## config.mk

```make
export PLATFORM = sky130hd
export DESIGN_NAME = switch_box_config_loader_flat
export DESIGN_NICKNAME = d
export VERILOG_FILES = /design/src/rtl/sb_cfg_pkg.sv /design/src/rtl/switch_box_config_loader_if.sv /design/src/rtl/sb_cfg_frame_assembler.sv /design/src/rtl/switch_box_config_loader.sv /design/src/flat_wrapper.sv
export SDC_FILE = /design/constraint.sdc
export NUM_CORES = 1
export LEC_CHECK = 0
export ABC_CLOCK_PERIOD_IN_PS = 3100
export BUFFER_PORTS_ARGS = -buffer_cell sky130_fd_sc_hd__buf_4
export CAP_MARGIN = 20
export CORE_ASPECT_RATIO = 1.25
export CORE_MARGIN = 3
export CORE_UTILIZATION = 58
export CTS_CLUSTER_DIAMETER = 40
export CTS_CLUSTER_SIZE = 28
export DETAILED_ROUTE_END_ITERATION = 7
export GPL_TIMING_DRIVEN = 0
export PLACE_DENSITY = 0.8
export REMOVE_ABC_BUFFERS = 1
export SYNTH_ARGS = -nofsm -noshare
export SYNTH_HDL_FRONTEND = slang
export SYNTH_SLANG_ARGS = --single-unit
```

## constraint.sdc

```tcl
create_clock -name clk -period 3.1 [get_ports clk]
set_input_delay 0.31 -clock clk [delete_from_list [all_inputs] [get_ports clk]]
set_output_delay 0.31 -clock clk [all_outputs]
set_load 0.02 [all_outputs]
```

## src/rtl/sb_cfg_pkg.sv

```systemverilog
// Shared definitions for the switch-box configuration loader.
//   - state_e        : loader FSM state encoding
//   - sel_e          : 2-bit per-output field codes inside a track byte
//   - BITS_PER_TRACK : config bits per track (one byte)
//   - byte_has_bad   : true when any of the four fields in a byte is SEL_BAD
package sb_cfg_pkg;

    localparam int unsigned BITS_PER_TRACK = 8;

    typedef enum logic [2:0] {
        ST_IDLE   = 3'd0,
        ST_LOAD   = 3'd1,
        ST_COMMIT = 3'd2,
        ST_DONE   = 3'd3,
        ST_ERROR  = 3'd4
    } state_e;

    typedef enum logic [1:0] {
        SEL_0   = 2'd0,
        SEL_1   = 2'd1,
        SEL_2   = 2'd2,
        SEL_BAD = 2'd3
    } sel_e;

    // Fields in {W,S,N,E} order: [7:6],[5:4],[3:2],[1:0].
    function automatic logic byte_has_bad(input logic [BITS_PER_TRACK-1:0] b);
        return (b[7:6] == SEL_BAD) || (b[5:4] == SEL_BAD) ||
               (b[3:2] == SEL_BAD) || (b[1:0] == SEL_BAD);
    endfunction

endpackage

```

## src/rtl/switch_box_config_loader_if.sv

```systemverilog
// Host-to-loader config byte stream (valid/ready handshake).
//   cfg_valid : host byte valid          (master -> slave)
//   cfg_data  : track config byte        (master -> slave)
//   cfg_ready : loader accepts this cycle (slave -> master)
interface switch_box_config_loader_if;
    import sb_cfg_pkg::*;

    logic                      cfg_valid;
    logic                      cfg_ready;
    logic [BITS_PER_TRACK-1:0] cfg_data;

    modport master (output cfg_valid, output cfg_data, input  cfg_ready);
    modport slave  (input  cfg_valid, input  cfg_data, output cfg_ready);

endinterface

```

## src/rtl/sb_cfg_frame_assembler.sv

```systemverilog
// Collects W track bytes into a shadow frame and flags illegal fields.
//   clk, rst    : clock, asynchronous active-low reset
//   clear       : discard partial frame (shadow and byte_cnt to 0)
//   accept      : a byte handshake completes this cycle
//   data        : incoming track byte, written to shadow[8k+7:8k] for byte k
//   frame_next  : shadow contents after this cycle's write (full frame on last byte)
//   last_byte   : byte_cnt is at W-1
//   frame_bad   : some field of frame_next is SEL_BAD
module sb_cfg_frame_assembler
    import sb_cfg_pkg::*;
#(
    parameter int unsigned W = 8
) (
    input  logic                        clk,
    input  logic                        rst,
    input  logic                        clear,
    input  logic                        accept,
    input  logic [BITS_PER_TRACK-1:0]   data,
    output logic [W*BITS_PER_TRACK-1:0] frame_next,
    output logic                        last_byte,
    output logic                        frame_bad
);

    localparam int unsigned CNT_W = (W > 1) ? $clog2(W) : 1;

    logic [W*BITS_PER_TRACK-1:0] shadow_q, shadow_d;
    logic [CNT_W-1:0]            byte_cnt_q, byte_cnt_d;

    assign last_byte  = (byte_cnt_q == CNT_W'(W - 1));
    assign frame_next = shadow_d;

    always_comb begin
        shadow_d   = shadow_q;
        byte_cnt_d = byte_cnt_q;
        if (clear) begin
            shadow_d   = '0;
            byte_cnt_d = '0;
        end else if (accept) begin
            for (int unsigned k = 0; k < W; k++) begin
                if (byte_cnt_q == CNT_W'(k)) begin
                    shadow_d[k*BITS_PER_TRACK +: BITS_PER_TRACK] = data;
                end
            end
            byte_cnt_d = last_byte ? '0 : byte_cnt_q + 1'b1;
        end
    end

    // Checked on the post-write frame so the byte arriving with the last
    // handshake is included in the legality decision.
    always_comb begin
        frame_bad = 1'b0;
        for (int unsigned k = 0; k < W; k++) begin
            if (byte_has_bad(shadow_d[k*BITS_PER_TRACK +: BITS_PER_TRACK])) begin
                frame_bad = 1'b1;
            end
        end
    end

    always_ff @(posedge clk or negedge rst) begin
        if (!rst) begin
            shadow_q   <= '0;
            byte_cnt_q <= '0;
        end else begin
            shadow_q   <= shadow_d;
            byte_cnt_q <= byte_cnt_d;
        end
    end

endmodule

```

## src/rtl/switch_box_config_loader.sv

```systemverilog
// Loads W-byte config frames for NB switch boxes over a shared bus.
//   clk, rst : clock, asynchronous active-low reset
//   start    : begin loading all NB boxes (honoured in IDLE and ERROR)
//   abort    : return to IDLE next edge, discarding the partial frame
//   cfg      : host byte stream (slave side of the valid/ready interface)
//   c        : registered shared config bus, last committed frame
//   cset     : one-hot per-box write strobe, high only in COMMIT
//   busy     : FSM not in IDLE
//   done     : one-cycle pulse after the last box commits
//   err      : sticky illegal-field flag, cleared by start
module switch_box_config_loader
    import sb_cfg_pkg::*;
#(
    parameter int unsigned W  = 8,
    parameter int unsigned NB = 4
) (
    input  logic                        clk,
    input  logic                        rst,
    input  logic                        start,
    input  logic                        abort,
    switch_box_config_loader_if.slave   cfg,
    output logic [W*BITS_PER_TRACK-1:0] c,
    output logic [NB-1:0]               cset,
    output logic                        busy,
    output logic                        done,
    output logic                        err
);

    localparam int unsigned BOX_W = (NB > 1) ? $clog2(NB) : 1;

    state_e                      state_q, state_d;
    logic [BOX_W-1:0]            box_cnt_q, box_cnt_d;
    logic [W*BITS_PER_TRACK-1:0] c_q, c_d;
    logic [NB-1:0]               cset_q, cset_d;
    logic                        err_q, err_d;

    logic                        accept;
    logic                        clear;
    logic [W*BITS_PER_TRACK-1:0] frame_next;
    logic                        last_byte;
    logic                        frame_bad;

    // abort overrides a handshake so a byte offered alongside it is dropped.
    assign accept = (state_q == ST_LOAD) && cfg.cfg_valid && !abort;
    assign clear  = abort || (start && ((state_q == ST_IDLE) || (state_q == ST_ERROR)));

    sb_cfg_frame_assembler #(
        .W (W)
    ) u_assembler (
        .clk        (clk),
        .rst        (rst),
        .clear      (clear),
        .accept     (accept),
        .data       (cfg.cfg_data),
        .frame_next (frame_next),
        .last_byte  (last_byte),
        .frame_bad  (frame_bad)
    );

    // c and cset are loaded on the LOAD->COMMIT transition so both are
    // visible during the COMMIT cycle, one cycle after the last handshake.
    always_comb begin
        state_d   = state_q;
        box_cnt_d = box_cnt_q;
        c_d       = c_q;
        cset_d    = '0;
        err_d     = err_q;
        if (abort) begin
            state_d = ST_IDLE;
        end else begin
            unique case (state_q)
                ST_IDLE: begin
                    if (start) begin
                        box_cnt_d = '0;
                        err_d     = 1'b0;
                        state_d   = ST_LOAD;
                    end
                end
                ST_LOAD: begin
                    if (accept && last_byte) begin
                        if (frame_bad) begin
                            err_d   = 1'b1;
                            state_d = ST_ERROR;
                        end else begin
                            c_d     = frame_next;
                            cset_d  = NB'(1) << box_cnt_q;
                            state_d = ST_COMMIT;
                        end
                    end
                end
                ST_COMMIT: begin
                    if (box_cnt_q == BOX_W'(NB - 1)) begin
                        state_d = ST_DONE;
                    end else begin
                        box_cnt_d = box_cnt_q + 1'b1;
                        state_d   = ST_LOAD;
                    end
                end
                ST_DONE: begin
                    state_d = ST_IDLE;
                end
                ST_ERROR: begin
                    if (start) begin
                        box_cnt_d = '0;
                        err_d     = 1'b0;
                        state_d   = ST_LOAD;
                    end
                end
                default: begin
                    state_d = ST_IDLE;
                end
            endcase
        end
    end

    always_ff @(posedge clk or negedge rst) begin
        if (!rst) begin
            state_q   <= ST_IDLE;
            box_cnt_q <= '0;
            c_q       <= '0;
            cset_q    <= '0;
            err_q     <= 1'b0;
        end else begin
            state_q   <= state_d;
            box_cnt_q <= box_cnt_d;
            c_q       <= c_d;
            cset_q    <= cset_d;
            err_q     <= err_d;
        end
    end

    assign c             = c_q;
    assign cset          = cset_q;
    assign busy          = (state_q != ST_IDLE);
    assign done          = (state_q == ST_DONE);
    assign err           = err_q;
    assign cfg.cfg_ready = (state_q == ST_LOAD);

endmodule

```

## src/flat_wrapper.sv

```systemverilog
// flat-port wrapper written by rule: the top's interface ports become plain ports
module switch_box_config_loader_flat import sb_cfg_pkg::*;
#(
    parameter int unsigned W  = 8,
    parameter int unsigned NB = 4
)
  (clk, rst, start, abort, c, cset, busy, done, err, cfg_cfg_valid, cfg_cfg_data, cfg_cfg_ready);
  switch_box_config_loader_if cfg_i ();
  input  logic clk;
  input  logic rst;
  input  logic start;
  input  logic abort;
  output logic [W*BITS_PER_TRACK-1:0] c;
  output logic [NB-1:0] cset;
  output logic busy;
  output logic done;
  output logic err;
  input wire logic [$bits(cfg_i.cfg_valid)-1:0] cfg_cfg_valid;
  input wire logic [$bits(cfg_i.cfg_data)-1:0] cfg_cfg_data;
  output wire logic [$bits(cfg_i.cfg_ready)-1:0] cfg_cfg_ready;
  assign cfg_i.cfg_valid = cfg_cfg_valid;
  assign cfg_i.cfg_data = cfg_cfg_data;
  assign cfg_cfg_ready = cfg_i.cfg_ready;
  switch_box_config_loader #(.W(W), .NB(NB)) u_core (.clk(clk), .rst(rst), .start(start), .abort(abort), .cfg(cfg_i), .c(c), .cset(cset), .busy(busy), .done(done), .err(err));
endmodule
```

==> impl_metrics.toml <==
[power]
p_leak_uw = 0.00366
irDropWorstVdd_mv = 0.327
finalPower_uw = 4130
power_density_nw_per_um2 = 504

[detailed_routing]
highest_layer = "met4"
wl_met2_um = 8980
wl_met1_um = 7040
remaining_drc_errors = 0
ant_nets = 0
via_per_inst = 6.36
drt_iter0_drc = 497
first_pass_iters = 6
postRouteWirelength_um = 18000
wl_met3_um = 1320
wl_per_cell_um = 21.9
via_count = 5211

[cts]
worstSkewPairLatency_ns = 0.41
cts_max_path_buffers = 2
clock_sinks = 141
cts_root_buf = "clkbuf_16"
htreeDepth = 4
cts_tree = "done"
clk_pin_slew_ns = 0.06
numCtsBuffers = 17

[timing]
finalClockSkew_ns = 0.00918
rsz0062_at_grt = "false"
slew_viol_final = 0
max_slew.worst_pin.slew_ns = 0.823
fin_crit_ns = 3.03
worst_slack_ns = 0.0698
timing.fmax_mhz = 330
hold_viol_final = 0
slew_headroom_pct = 44.9
holdWs_ns = 0.165
final-setup-viol-count = 0
fin_crit_sh_pct = 97.7

[die]
chipHeight_um = 124
fp.coreArea_um2 = 10800
die_w_um = 101
io_pins = 85
start_util_pct = 60.5
die_area_um2 = 12500
num_rows = 42

[worst_setup_path]
rr_endpoint = "u_core.c[10]"
crit_chain = "or3b_4 > inv_8 > nand4_1 > buf_4 > mux2i_1 > a2111oi_4 > o21a_2 > o211ai_4 > buf_16 > buf_16 > o2bb2ai_1"
crit_top_cell = "buf_16"
slowest_stage = "or3b_4"
critPathTopFamily = "compound AO/OA/AOI/OAI gates"
r2r_start = "u_core.state_q[1]"
rr_worst_depth = 11
cp.buffers_inverters = 4
max_stage_delay_ns = 0.48
cp_num_cells = 11
worst_setup_path_start_kind = "flip-flop"
cp-end-kind = "flip-flop"
criticalPathCategory = "flip-flop to flip-flop"
critPathMaxFanout = 21
reg2reg_slack_ns = 0.07
arrival_ns = 3.32
worstPathRequired_ns = 3.39

[min_path]
worstHoldStart = "abort"
whs_endpoint = "u_core.state_q[0]"
hold_path_depth = 2
hp-class = "primary input to flip-flop"

[place]
dp_hpwl_um = 10400
place_congestion = 0.869
port_buffers = 84
dp_slack_ns = -1.15
dpl_cell_area_um2 = 7200

[global_routing]
antenna_found_initial = 0
grt_overflow_total = 0
grt.total_usage_pct = 28.9
grt_max_degree = 91
grt_pass1_vias = 5282
grt_pass1_wl_um = 28200

[final_layout]
nets = 698
drive_above_1_share_pct = 30.1
synthToLayoutAreaGrowth_pct = 25.7
antenna_cells = 0
fillers = 681
fin_area_um2 = 8180

[synth]
synth_warnings = 0
netlist_area_um2 = 6510
synth-edff-count = 0
synthFlopType = "dfrtp_1"
ys_async_sr_fraction_pct = 100
netlist_instances = 576
ys_seq_elements = 141
ys_types = 57
postSynthAreaPerCell_um2 = 11.3
ys_seq_area_share_pct = 54.2

[outcome]
status = "complete, no violations"

[flow_run]
maxCapViolCount = 0
[layout make-up]
cell class	instances	area, um2	area share, %
Clock buffer	18	439	5.37
Clock inverter	13	140	1.71
Inverter	17	71.3	0.871
Multi-Input combinational cell	386	2810	34.3
Sequential cell	141	3530	43.1
Tap cell	132	165	2.02
Timing Repair Buffer	112	1030	12.6
[per-stage QoR]
| step | util [%] | TNS, ns | std cells |
|---|---|---|---|
| 2_1_floorplan | - | -101.67 | 539 |
| 3_3_place_gp | 65.5 | -172.75 | 755 |
| 3_5_place_dp | 66.9 | -72.66 | 760 |
| 4_1_cts | 74.3 | 0 | 808 |
| 5_1_grt | 76.0 | 0 | 819 |
| 6_report | 76.0 | 0 | 819 |
[state kept, by name, summed over array words and instances, names as in the netlist]
signal,flops
u_core.err,1
u_core.cset,4
u_core.c,64
u_core.box_cnt_q,2
u_core.u_assembler.byte_cnt_q,3
u_core.state_q,3
u_core.u_assembler.shadow_q,64
[per-layer routing]
layer	GRT usage, %	vias to the layer above
li1	-	2261
met1	39.4	2609
met2	44.4	285
met3	5.71	56
met4	13.5	0
met5	0	-
[synth_stat cells, types with 2 or more instances]
cell	instances	area share, %
dfrtp_1	141	54
nor2_1	100	5.8
nand2_1	46	2.7
a21oi_1	44	3.4
o2bb2ai_2	40	9.2
mux2i_1	29	4.5
o2bb2ai_1	25	3.4
clkbuf_1	16	0.92
inv_1	16	0.92
buf_6	13	2.2
ha_1	10	1.9
a22oi_1	7	0.81
o21ai_0	7	0.54
and3_1	6	0.58
nand3_1	6	0.46
nor3_1	5	0.38
buf_2	4	0.31
o211ai_1	4	0.46
a222oi_1	3	0.46
nand3b_1	3	0.35
or3_1	3	0.29
a211oi_1	2	0.23
a32oi_1	2	0.27
buf_1	2	0.12
buf_4	2	0.23
mux2_2	2	0.35
nand2b_1	2	0.19
nand4_1	2	0.19
nor2b_1	2	0.19
nor3_2	2	0.31
nor3b_1	2	0.23
o2111a_1	2	0.35
o21a_1	2	0.23
[power by group]
part           total, uW  internal [uW]  switching (uW)
clock               2000           1200             799
combinational        251           73.4             177
sequential          1870           1850            19.7
total               4130           3130             996
[worst max path at each step]
stage | slack (ns) | from | endpoint
5_1_grt | 0.01 | u_core.state_q[1] | u_core.state_q[1]
2_1_floorplan | -1.61 | u_core.state_q[1] | u_core.c[0]
6_report | 0.07 | u_core.state_q[1] | u_core.c[10]
3_5_place_dp | -1.15 | u_core.state_q[1] | u_core.c[13]
4_1_cts | 0.03 | u_core.state_q[2] | u_core.c[10]
3_3_place_gp | -2.70 | u_core.state_q[1] | u_core.c[6]
[placed cells by master, fill, tap and decap left out, types with 5 or more instances in the layout]
master	count
o21ai_0	7
ha_1	10
nand3_1	6
buf_4	98
clkbuf_16	17
nand2_1	46
o2bb2ai_2	40
inv_1	16
o2bb2ai_1	25
a21oi_1	44
a22oi_1	7
mux2i_1	29
buf_12	8
nand3_4	5
nor2_1	100
dfrtp_1	139
[cells by family (layout without fill, tap and decap cells)]
logic type / Yosys count / count (layout) / synth area share [%]
fa+ha+maj: 10 / 10 / 1.92
mux: 32 / 32 / 4.98
compound gates: 148 / 148 / 20.7
buf+inv: 54 / 160 / 4.84
simple gates: 191 / 196 / 13.4
flops: 141 / 141 / 54.2
[worst register-to-register path: cells and delay by family (launching register included)]
family	cells	cell delay, ns
compound gates	4	1.01
mux	1	0.15
simple gates	2	0.62
buf+inv	4	0.66
flops	1	0.46
[timing repair]
item,4_1_cts,5_1_grt
pin swaps,7,3
hold buffers,1,0
resized for setup,14,9
endpoints found under the hold margin,51,0
setup endpoints to repair,71,66
gates cloned,5,0
setup buffers,11,11
Note: power is estimated with default switching activity, not from simulation.
